<file path="src/rtl/evm_pkg.sv">
// rtl/evm_pkg.sv - shared types and constants for the ballot sequencer and voter-ID database
// Contents: session state enum, reject-code constants, default database widths.
package evm_pkg;

    // Defaults shared with the voter-ID database block so both sides agree on widths.
    localparam int EVM_WORD_SIZE    = 5;
    localparam int EVM_ADDRESS_SIZE = 4;

    typedef enum logic [2:0] {
        ST_IDLE,
        ST_LOOKUP,
        ST_CHECK,
        ST_VOTE,
        ST_COMMIT,
        ST_REJECT
    } evm_state_e;

    localparam logic [1:0] RC_NONE    = 2'd0;
    localparam logic [1:0] RC_ILLEGAL = 2'd1;
    localparam logic [1:0] RC_DUP     = 2'd2;
    localparam logic [1:0] RC_FULL    = 2'd3;

endpackage

</file>
<file path="src/rtl/evm_onehot_decode.sv">
// rtl/evm_onehot_decode.sv - one-hot button vector to valid flag plus binary index
// Ports:
//   onehot  in   N      button vector
//   valid   out  1      exactly one bit set
//   idx     out  IDX_W  position of the set bit (meaningful only when valid)
// Purely combinational; also usable by the tally display to select a counter.
module evm_onehot_decode #(
    parameter int N     = 4,
    parameter int IDX_W = (N > 1) ? $clog2(N) : 1
) (
    input  logic [N-1:0]     onehot,
    output logic             valid,
    output logic [IDX_W-1:0] idx
);

    always_comb begin
        // x & (x-1) clears the lowest set bit; zero result means at most one bit was set.
        valid = (onehot != '0) && ((onehot & (onehot - N'(1))) == '0);
        idx   = '0;
        for (int i = 0; i < N; i++) begin
            if (onehot[i]) begin
                idx = idx | IDX_W'(i);
            end
        end
    end

endmodule

</file>
<file path="src/rtl/evm_vote_sequencer.sv">
// rtl/evm_vote_sequencer.sv - ballot-session controller in front of the voter-ID database
// Optional feature macro: EVM_VOTE_TIMEOUT_EN (VOTE-state timeout after TIMEOUT_CYCLES).
// Ports:
//   clk, reset                      clock, synchronous active-high reset
//   mode, id_valid, voter_id        voting mode, ID strobe and ID
//   cand_btn                        candidate buttons (one-hot to be accepted)
//   db_status                       registered lookup result from the database
//   db_mode/control/read/write      database strobes, forced low while reset is high
//   db_voter_id                     lookup ID
//   db_valid_voter(_address)        write data and address
//   busy, vote_accepted, vote_rejected, reject_code, db_full, cand_counts  status
module evm_vote_sequencer
    import evm_pkg::*;
#(
    parameter int WORD_SIZE    = EVM_WORD_SIZE,
    parameter int ADDRESS_SIZE = EVM_ADDRESS_SIZE,
    parameter int NUM_CAND     = 4,
    parameter int COUNT_W      = 8
`ifdef EVM_VOTE_TIMEOUT_EN
    ,
    parameter int TIMEOUT_CYCLES = 255
`endif
) (
    input  logic                        clk,
    input  logic                        reset,
    input  logic                        mode,
    input  logic                        id_valid,
    input  logic [WORD_SIZE-1:0]        voter_id,
    input  logic [NUM_CAND-1:0]         cand_btn,
    input  logic                        db_status,
    output logic                        db_mode,
    output logic                        db_control,
    output logic                        db_read,
    output logic                        db_write,
    output logic [WORD_SIZE-1:0]        db_voter_id,
    output logic [WORD_SIZE-1:0]        db_valid_voter,
    output logic [ADDRESS_SIZE-1:0]     db_valid_voter_address,
    output logic                        busy,
    output logic                        vote_accepted,
    output logic                        vote_rejected,
    output logic [1:0]                  reject_code,
    output logic                        db_full,
    output logic [NUM_CAND*COUNT_W-1:0] cand_counts
);

    localparam int IDX_W = (NUM_CAND > 1) ? $clog2(NUM_CAND) : 1;
    // Entry 2**ADDRESS_SIZE-1 is never used, so "full" is the all-ones pointer.
    localparam logic [ADDRESS_SIZE-1:0] MAX_ENTRIES = '1;

    evm_state_e                         state_q, state_d;
    logic [WORD_SIZE-1:0]               id_q, id_d;
    logic [1:0]                         rc_q, rc_d;
    logic [IDX_W-1:0]                   idx_q, idx_d;
    logic [ADDRESS_SIZE-1:0]            ptr_q, ptr_d;
    logic [NUM_CAND-1:0][COUNT_W-1:0]   counts_q, counts_d;

`ifdef EVM_VOTE_TIMEOUT_EN
    localparam int TMR_W = $clog2(TIMEOUT_CYCLES + 1);
    logic [TMR_W-1:0] timer_q, timer_d;
`endif

    logic             btn_valid;
    logic [IDX_W-1:0] btn_idx;
    logic             full_w;

    evm_onehot_decode #(
        .N     (NUM_CAND),
        .IDX_W (IDX_W)
    ) u_btn_decode (
        .onehot (cand_btn),
        .valid  (btn_valid),
        .idx    (btn_idx)
    );

    assign full_w = (ptr_q == MAX_ENTRIES);

    always_comb begin
        state_d  = state_q;
        id_d     = id_q;
        rc_d     = rc_q;
        idx_d    = idx_q;
        ptr_d    = ptr_q;
        counts_d = counts_q;
`ifdef EVM_VOTE_TIMEOUT_EN
        timer_d  = timer_q;
`endif
        case (state_q)
            ST_IDLE: begin
                if (mode && id_valid) begin
                    id_d = voter_id;
                    // Cleared database entries read as 0, so ID 0 would always false-match.
                    if (voter_id == '0) begin
                        state_d = ST_REJECT;
                        rc_d    = RC_ILLEGAL;
                    end else if (full_w) begin
                        state_d = ST_REJECT;
                        rc_d    = RC_FULL;
                    end else begin
                        state_d = ST_LOOKUP;
                    end
                end
            end
            ST_LOOKUP: begin
                state_d = mode ? ST_CHECK : ST_IDLE;
            end
            ST_CHECK: begin
                if (!mode) begin
                    state_d = ST_IDLE;
                end else if (db_status) begin
                    state_d = ST_REJECT;
                    rc_d    = RC_DUP;
                end else begin
                    state_d = ST_VOTE;
`ifdef EVM_VOTE_TIMEOUT_EN
                    timer_d = '0;
`endif
                end
            end
            ST_VOTE: begin
                if (!mode) begin
                    state_d = ST_IDLE;
                end else if (btn_valid) begin
                    idx_d   = btn_idx;
                    rc_d    = RC_NONE;
                    state_d = ST_COMMIT;
`ifdef EVM_VOTE_TIMEOUT_EN
                end else if (timer_q == TMR_W'(TIMEOUT_CYCLES - 1)) begin
                    state_d = ST_REJECT;
                    rc_d    = RC_FULL;
                end else begin
                    timer_d = timer_q + TMR_W'(1);
`endif
                end
            end
            ST_COMMIT: begin
                if (counts_q[idx_q] != '1) begin
                    counts_d[idx_q] = counts_q[idx_q] + COUNT_W'(1);
                end
                ptr_d   = ptr_q + ADDRESS_SIZE'(1);
                state_d = ST_IDLE;
            end
            ST_REJECT: begin
                state_d = ST_IDLE;
            end
            default: begin
                state_d = ST_IDLE;
            end
        endcase
    end

    always_ff @(posedge clk) begin
        if (reset) begin
            state_q  <= ST_IDLE;
            id_q     <= '0;
            rc_q     <= RC_NONE;
            idx_q    <= '0;
            ptr_q    <= '0;
            counts_q <= '0;
`ifdef EVM_VOTE_TIMEOUT_EN
            timer_q  <= '0;
`endif
        end else begin
            state_q  <= state_d;
            id_q     <= id_d;
            rc_q     <= rc_d;
            idx_q    <= idx_d;
            ptr_q    <= ptr_d;
            counts_q <= counts_d;
`ifdef EVM_VOTE_TIMEOUT_EN
            timer_q  <= timer_d;
`endif
        end
    end

    // The database lets a write win over its own reset, so every strobe is gated by reset.
    assign db_mode       = ~reset & ((state_q == ST_LOOKUP) | (state_q == ST_COMMIT));
    assign db_control    = db_mode;
    assign db_read       = ~reset & (state_q == ST_LOOKUP);
    assign db_write      = ~reset & (state_q == ST_COMMIT);
    assign vote_accepted = ~reset & (state_q == ST_COMMIT);
    assign vote_rejected = ~reset & (state_q == ST_REJECT);

    assign db_voter_id            = id_q;
    assign db_valid_voter         = id_q;
    assign db_valid_voter_address = ptr_q;
    assign busy                   = (state_q != ST_IDLE);
    assign reject_code            = rc_q;
    assign db_full                = full_w;
    assign cand_counts            = counts_q;

endmodule
</file>
<file path="config.mk">
export PLATFORM = sky130hd
export DESIGN_NAME = evm_vote_sequencer
export DESIGN_NICKNAME = d
export VERILOG_FILES = /design/src/rtl/evm_pkg.sv /design/src/rtl/evm_onehot_decode.sv /design/src/rtl/evm_vote_sequencer.sv
export SDC_FILE = /design/constraint.sdc
export NUM_CORES = 1
export LEC_CHECK = 0
export ABC_AREA = 1
export ABC_CLOCK_PERIOD_IN_PS = 3200
export CORE_ASPECT_RATIO = 1.25
export CORE_MARGIN = 10
export CORE_UTILIZATION = 55
export CTS_BUF_LIST = sky130_fd_sc_hd__clkbuf_4
export DETAILED_ROUTE_END_ITERATION = 8
export PLACE_DENSITY = 0.95
export REMOVE_ABC_BUFFERS = 1
export SLEW_MARGIN = 10
export SYNTH_ARGS = -nofsm -noshare
export SYNTH_HDL_FRONTEND = slang
export SYNTH_SLANG_ARGS = --single-unit
</file>
<file path="constraint.sdc">
create_clock -name clk -period 3.2 [get_ports clk]
set_clock_uncertainty 0.05 [all_clocks]
set_input_delay 0.32 -clock clk [delete_from_list [all_inputs] [get_ports clk]]
set_output_delay 0.32 -clock clk [all_outputs]
set_load 0.01 [all_outputs]
</file>
After elaboration in Yosys (flattened, before gate mapping)
Index checks and enable logic that the tools add are counted.
W data, S select, Z words.
- shift-type cells: 0
- equal/unequal tests: 14
- order comparisons: 2
- div/mod/pow operators: 0
- add/sub/neg operators: 3
- mux-type cells: 25
- multiply operators: 0
- reduce and logical (&&, ||, !) cells: 14
- bitwise gates (word level): 7
- operator list (operator ; number):
    $bwmux W32 ; 1
    $mux W3 ; 7
    $mux W2 ; 10
    $bmux W8 S2 ; 1
    $demux W8 S2 ; 1
    $mux W8 ; 2
    $pmux W3 S4 ; 1
    $ne A2 B2 Y1 const B ; 5
    $add A8 B1 Y8 const B ; 1
    $ne A8 B8 Y1 const B ; 1
    $reduce_and A7 Y1 ; 1
    $eq A3 B2 Y1 const B ; 2
    $eq A3 B3 Y1 const B ; 2
    $ne A3 B3 Y1 const B ; 2
    $pmux W2 S3 ; 1
    $reduce_and A2 Y1 ; 3
    $reduce_bool A3 Y1 ; 2
    $logic_not A5 Y1 ; 1
    $add A4 B1 Y4 const B ; 1
    $and A1 B1 Y1 ; 4
    $and A4 B4 Y4 ; 1
    $eq A4 B4 Y1 const B ; 1
    $logic_not A4 Y1 ; 1
    $reduce_bool A4 Y1 ; 1
    other kinds (10) ; 12
- bits of input ports: 14
- memories: 0
- bits in latches: 0
- logic and storage cells: 74
- memory bits (read-only): 0
- flip-flop bits (word level): 48
- memory bits (writable): 0

Depth between registers and ports, before layout
- word-level depth: 7
- gate-level depth with buffers: 16

Hierarchy
Synthesis repeated with hierarchy kept, for this count alone.
- cell total of the unflattened synthesis: 460
- area total of the unflattened synthesis: 2836.5 um^2
- modules (own cells, without submodules) (module ; sequential area each (um^2) ; times used ; cells an instance ; area an instance (um^2)):
    evm_vote_sequencer ; 960.9 ; 1 ; 446 ; 2778.9
    evm_onehot_decode ; 0.0 ; 1 ; 14 ; 57.6

Worst setup path after synthesis
No wires, ideal clock.
- path kind: register -> register
- from: register idx_q[0]
- to: register counts_q, in the netlist cand_counts[12]
- required time: 3.037 ns
- arrival: 1.809 ns
- stages on the path, launching flop included: 16
- setup time: 0.113 ns
- setup slack: 1.228 ns
- buffers on the path: 3
- cell sequence: dfxtp_1 -> buf_6 -> inv_2 -> buf_6 -> nand2_1 -> inv_2 -> a21oi_1 -> nand2_1 -> ha_1 -> nand2_1 -> nor2_2 -> nand2_4 -> nand3_2 -> buf_6 -> o21ai_1 -> nor2_1
- cells in the longest elaborated chain, start to end: 5
- RTL lines (item ; RTL line ; text):
    start, declared ; evm_vote_sequencer.sv:53 ; logic [IDX_W-1:0] idx_q, idx_d;
    start signal, assigned ; evm_vote_sequencer.sv:166 ; idx_q <= idx_d;
    parallel branches: the longest is 5 deep, another holds $add A8 B1 Y8 ; - ;
    end signal, assigned ; evm_vote_sequencer.sv:168 ; counts_q <= counts_d;
    end, declared ; evm_vote_sequencer.sv:55 ; logic [NUM_CAND-1:0][COUNT_W-1:0] counts_q, counts_d;
Parallel ways; which one is timed is not known. The select of a mux whose other input is x is not followed.
A chain may end at the register's enable or synchronous reset.

Final worst setup path
- from: register idx_q[0]
- to: register counts_q, in the netlist cand_counts[29]
The elaborated chain is that of the path after synthesis.

==> results.sh <==
export IMPL_status="complete, no violations"
export IMPL_die_area_mm2=0.00829
export IMPL_post_dp_hpwl_um=5760
export IMPL_reg2reg_from="idx_q[0]"
export IMPL_final_net_count=533
export IMPL_max_slew_margin_rel=0.606
export IMPL_synth_cells=459
export IMPL_r2r_slack_ns=0.61
export IMPL_seq_area_um2=961
export IMPL_setup_viol=0
export IMPL_die_x_um=83.5
export IMPL_netlist_area_mm2=0.00277
export IMPL_cts_resized=0
export IMPL_core_area_mm2=0.00480
export IMPL_grt_pass1_wl_um=12500
export IMPL_yosysWarnings=0
export IMPL_firstDrtPassIters=4
export IMPL_first_iter_violations=140
export IMPL_multi_input_area_mm2=0.00135
export IMPL_instances_no_fill=578
export IMPL_stdcell_area_mm2=0.00346
export IMPL_grt_setup_unrepaired="no"
export IMPL_fin_tns_setup_ns=0
export IMPL_synth_seq_area_share=0.347
export IMPL_post_cts_setup_buffers=0
export IMPL_cp_required_ns=3.46
export IMPL_ioPinCount=70
export IMPL_worstSkewPairLatency_ns=0.37
export IMPL_clock_path_buffers=2
export IMPL_holdPathEnd="db_valid_voter[1]"
export IMPL_cts_tree="built"
export IMPL_cts_buffers=5
export IMPL_worstRegToRegCells=13
export IMPL_initial_utilization=0.577
export IMPL_viasPerCell=4.87
export IMPL_clk_pin_slew_worst_paths_ns=0.15
export IMPL_diodes=0
export IMPL_worst_slew_pin_slew_ns=0.590
export IMPL_total_power_mw=1.03
export IMPL_wl_per_cell_um=12.6
export IMPL_grtUsageTotal=0.177
export IMPL_max_freq_ghz=0.387
export IMPL_whs_path_depth=2
export IMPL_slew_violations=0
export IMPL_finalCritPeriodShare=0.808
export IMPL_rows=28
export IMPL_p_leak_nw=1.62
export IMPL_htreeDepth=2
export IMPL_synth_cell_type_count=27
export IMPL_grt_pass1_vias=2755
export IMPL_grt_max_degree=20
export IMPL_ant_nets=0
export IMPL_start_kind="flop"
export IMPL_placed_area_mm2=0.00340
export IMPL_antenna_found_initial=0
export IMPL_hold_path_class="flop to flop"
export IMPL_maxCapViolCount=0
export IMPL_dp_cells=570
export IMPL_area_growth_pct=24.9
export IMPL_power_density_mw_per_mm2=298
export IMPL_arrival_ns=2.85
export IMPL_drive_above_1_share=0.0676
export IMPL_via_count=2814
export IMPL_postCtsHoldBufs=0
export IMPL_num_fill_cells=414
export IMPL_endpoint_kind="flop"
export IMPL_worst_ir_drop_vdd_uv=205
export IMPL_cp_max_fo=18
export IMPL_clock_sinks=48
export IMPL_hold_viol=0
export IMPL_drcViolationCount=0
export IMPL_die_h_um=99.3
export IMPL_rr_endpoint="cand_counts[29]"
export IMPL_ys_seq_elements=48
export IMPL_path_class="flop to flop"
export IMPL_place_congestion=0.930
export IMPL_cts_root_buf="clkbuf_4"
export IMPL_grt_overflow=0
export IMPL_io_buffers=69
export IMPL_post_route_min_period_ns=2.59
export IMPL_routed_wl_um=7280
export IMPL_avgSynthCellArea_um2=6.03
export IMPL_min_from="db_valid_voter[1]"
area by class of cell:
class                      count  share of cell area
timing repair buffer          72               0.206
inverter                      80              0.0868
sequential                    48               0.278
clock buffer                   5              0.0108
multi-input combinational    310               0.390
clock inverter                 3             0.00687
tap                           60              0.0217
stage by stage:
| stage | hold WS, ns | utilization | setup slack, ns |
|---|---|---|---|
| global placement | 0.400 | 0.708 | 0.804 |
| global route | 0.442 | 0.721 | 0.315 |
| floorplan | 0.339 | - | 1.05 |
| CTS | 0.430 | 0.721 | 0.628 |
| detailed placement | 0.407 | 0.708 | 0.679 |
| finish | 0.429 | 0.721 | 0.614 |
synth_stat cells:
cell type,number,area (um^2)
nor2_1,75,282
buf_1,3,11.3
nand3_1,9,45.0
clkbuf_1,3,11.3
o21ai_0,15,75.1
nand2_1,157,589
ha_1,2,25.0
nand3b_1,2,15.0
buf_2,1,5.00
nor2_4,1,11.3
nand4_1,1,6.26
nor2_2,2,12.5
o21ai_1,6,30.0
nor3_1,4,20.0
nor3_2,1,10.0
xnor2_1,2,17.5
buf_6,7,78.8
nand3_2,5,50.1
a211oi_1,1,7.51
inv_2,8,30.0
inv_1,72,270
dfxtp_1,48,961
a221oi_1,1,8.76
nand2_2,6,37.5
nand2_4,1,11.3
a21oi_1,19,95.1
buf_4,7,52.6
flip-flops by register name, summed over array words and instances, names as in the netlist:
| name | flops |
|---|---|
| db_valid_voter_address | 4 |
| state_q | 3 |
| cand_counts | 32 |
| idx_q | 2 |
| reject_code | 2 |
| db_valid_voter | 5 |
cells by family (layout without fill, tap and decap cells):
logic type | Yosys count | after routing | synth area share
AO/OA/AOI/OAI | 42 | 42 | 0.0782
XOR/XNOR | 2 | 2 | 0.00633
adder cells (fa/ha/maj) | 2 | 2 | 0.00904
buffers and inverters | 101 | 160 | 0.166
flip-flops | 48 | 48 | 0.347
AND/OR/NAND/NOR | 264 | 264 | 0.394
worst max-delay path: stages (launching register included):
cell     delay, ns
dfxtp_1       0.72
inv_2         0.23
nand2_1       0.17
inv_2         0.06
a21oi_1       0.11
nand2_1       0.10
ha_1          0.25
nand2_1       0.11
nor2_2        0.05
nand2_4       0.10
nand3_2       0.25
nand2_1       0.14
nand2_1       0.06
nor2_1        0.12
cell usage in the layout, fill, tap and decap left out, types with 2 or more instances in the layout:
cell type | Yosys | layout
a21oi_1 | 19 | 19
o21ai_0 | 15 | 15
dfxtp_1 | 48 | 48
nand2_1 | 157 | 157
buf_4 | 7 | 3
inv_1 | 72 | 72
nand3_2 | 5 | 5
nor3_1 | 4 | 4
nand2_2 | 6 | 6
xnor2_1 | 2 | 2
clkinvlp_4 | 0 | 2
clkdlybuf4s50_1 | 0 | 69
clkbuf_4 | 0 | 5
inv_2 | 8 | 8
nor2_1 | 75 | 75
nor2_2 | 2 | 2
o21ai_1 | 6 | 6
nand3_1 | 9 | 9
nand3b_1 | 2 | 2
ha_1 | 2 | 2
report_power, final:
part / internal (mW) / switching [mW] / leakage (nW)
sequential: 0.607 / 0.00810 / 0.388
clock: 0.0868 / 0.208 / 0.0274
combinational: 0.0594 / 0.0624 / 1.20
total: 0.753 / 0.279 / 1.62
worst max path at each step:
| stage | from | to | slack, ns | cells past startpoint |
|---|---|---|---|---|
| after floorplan | idx_q[0] | cand_counts[12] | 1.05 | 12 |
| after global placement | idx_q[0] | cand_counts[28] | 0.80 | 12 |
| after detailed placement | idx_q[0] | cand_counts[29] | 0.68 | 13 |
| after CTS | idx_q[0] | cand_counts[29] | 0.63 | 13 |
| after global routing | idx_q[0] | cand_counts[15] | 0.32 | 13 |
| final | idx_q[0] | cand_counts[29] | 0.61 | 13 |
layer usage:
layer | wire length (um) | up-vias | GRT usage
met5 | 0 | - | 0
met4 | 211 | 0 | 0.0839
met3 | 705 | 18 | 0.0784
met2 | 3620 | 84 | 0.314
met1 | 2740 | 1244 | 0.172
li1 | - | 1468 | -
(Power assumes the default switching activity.)
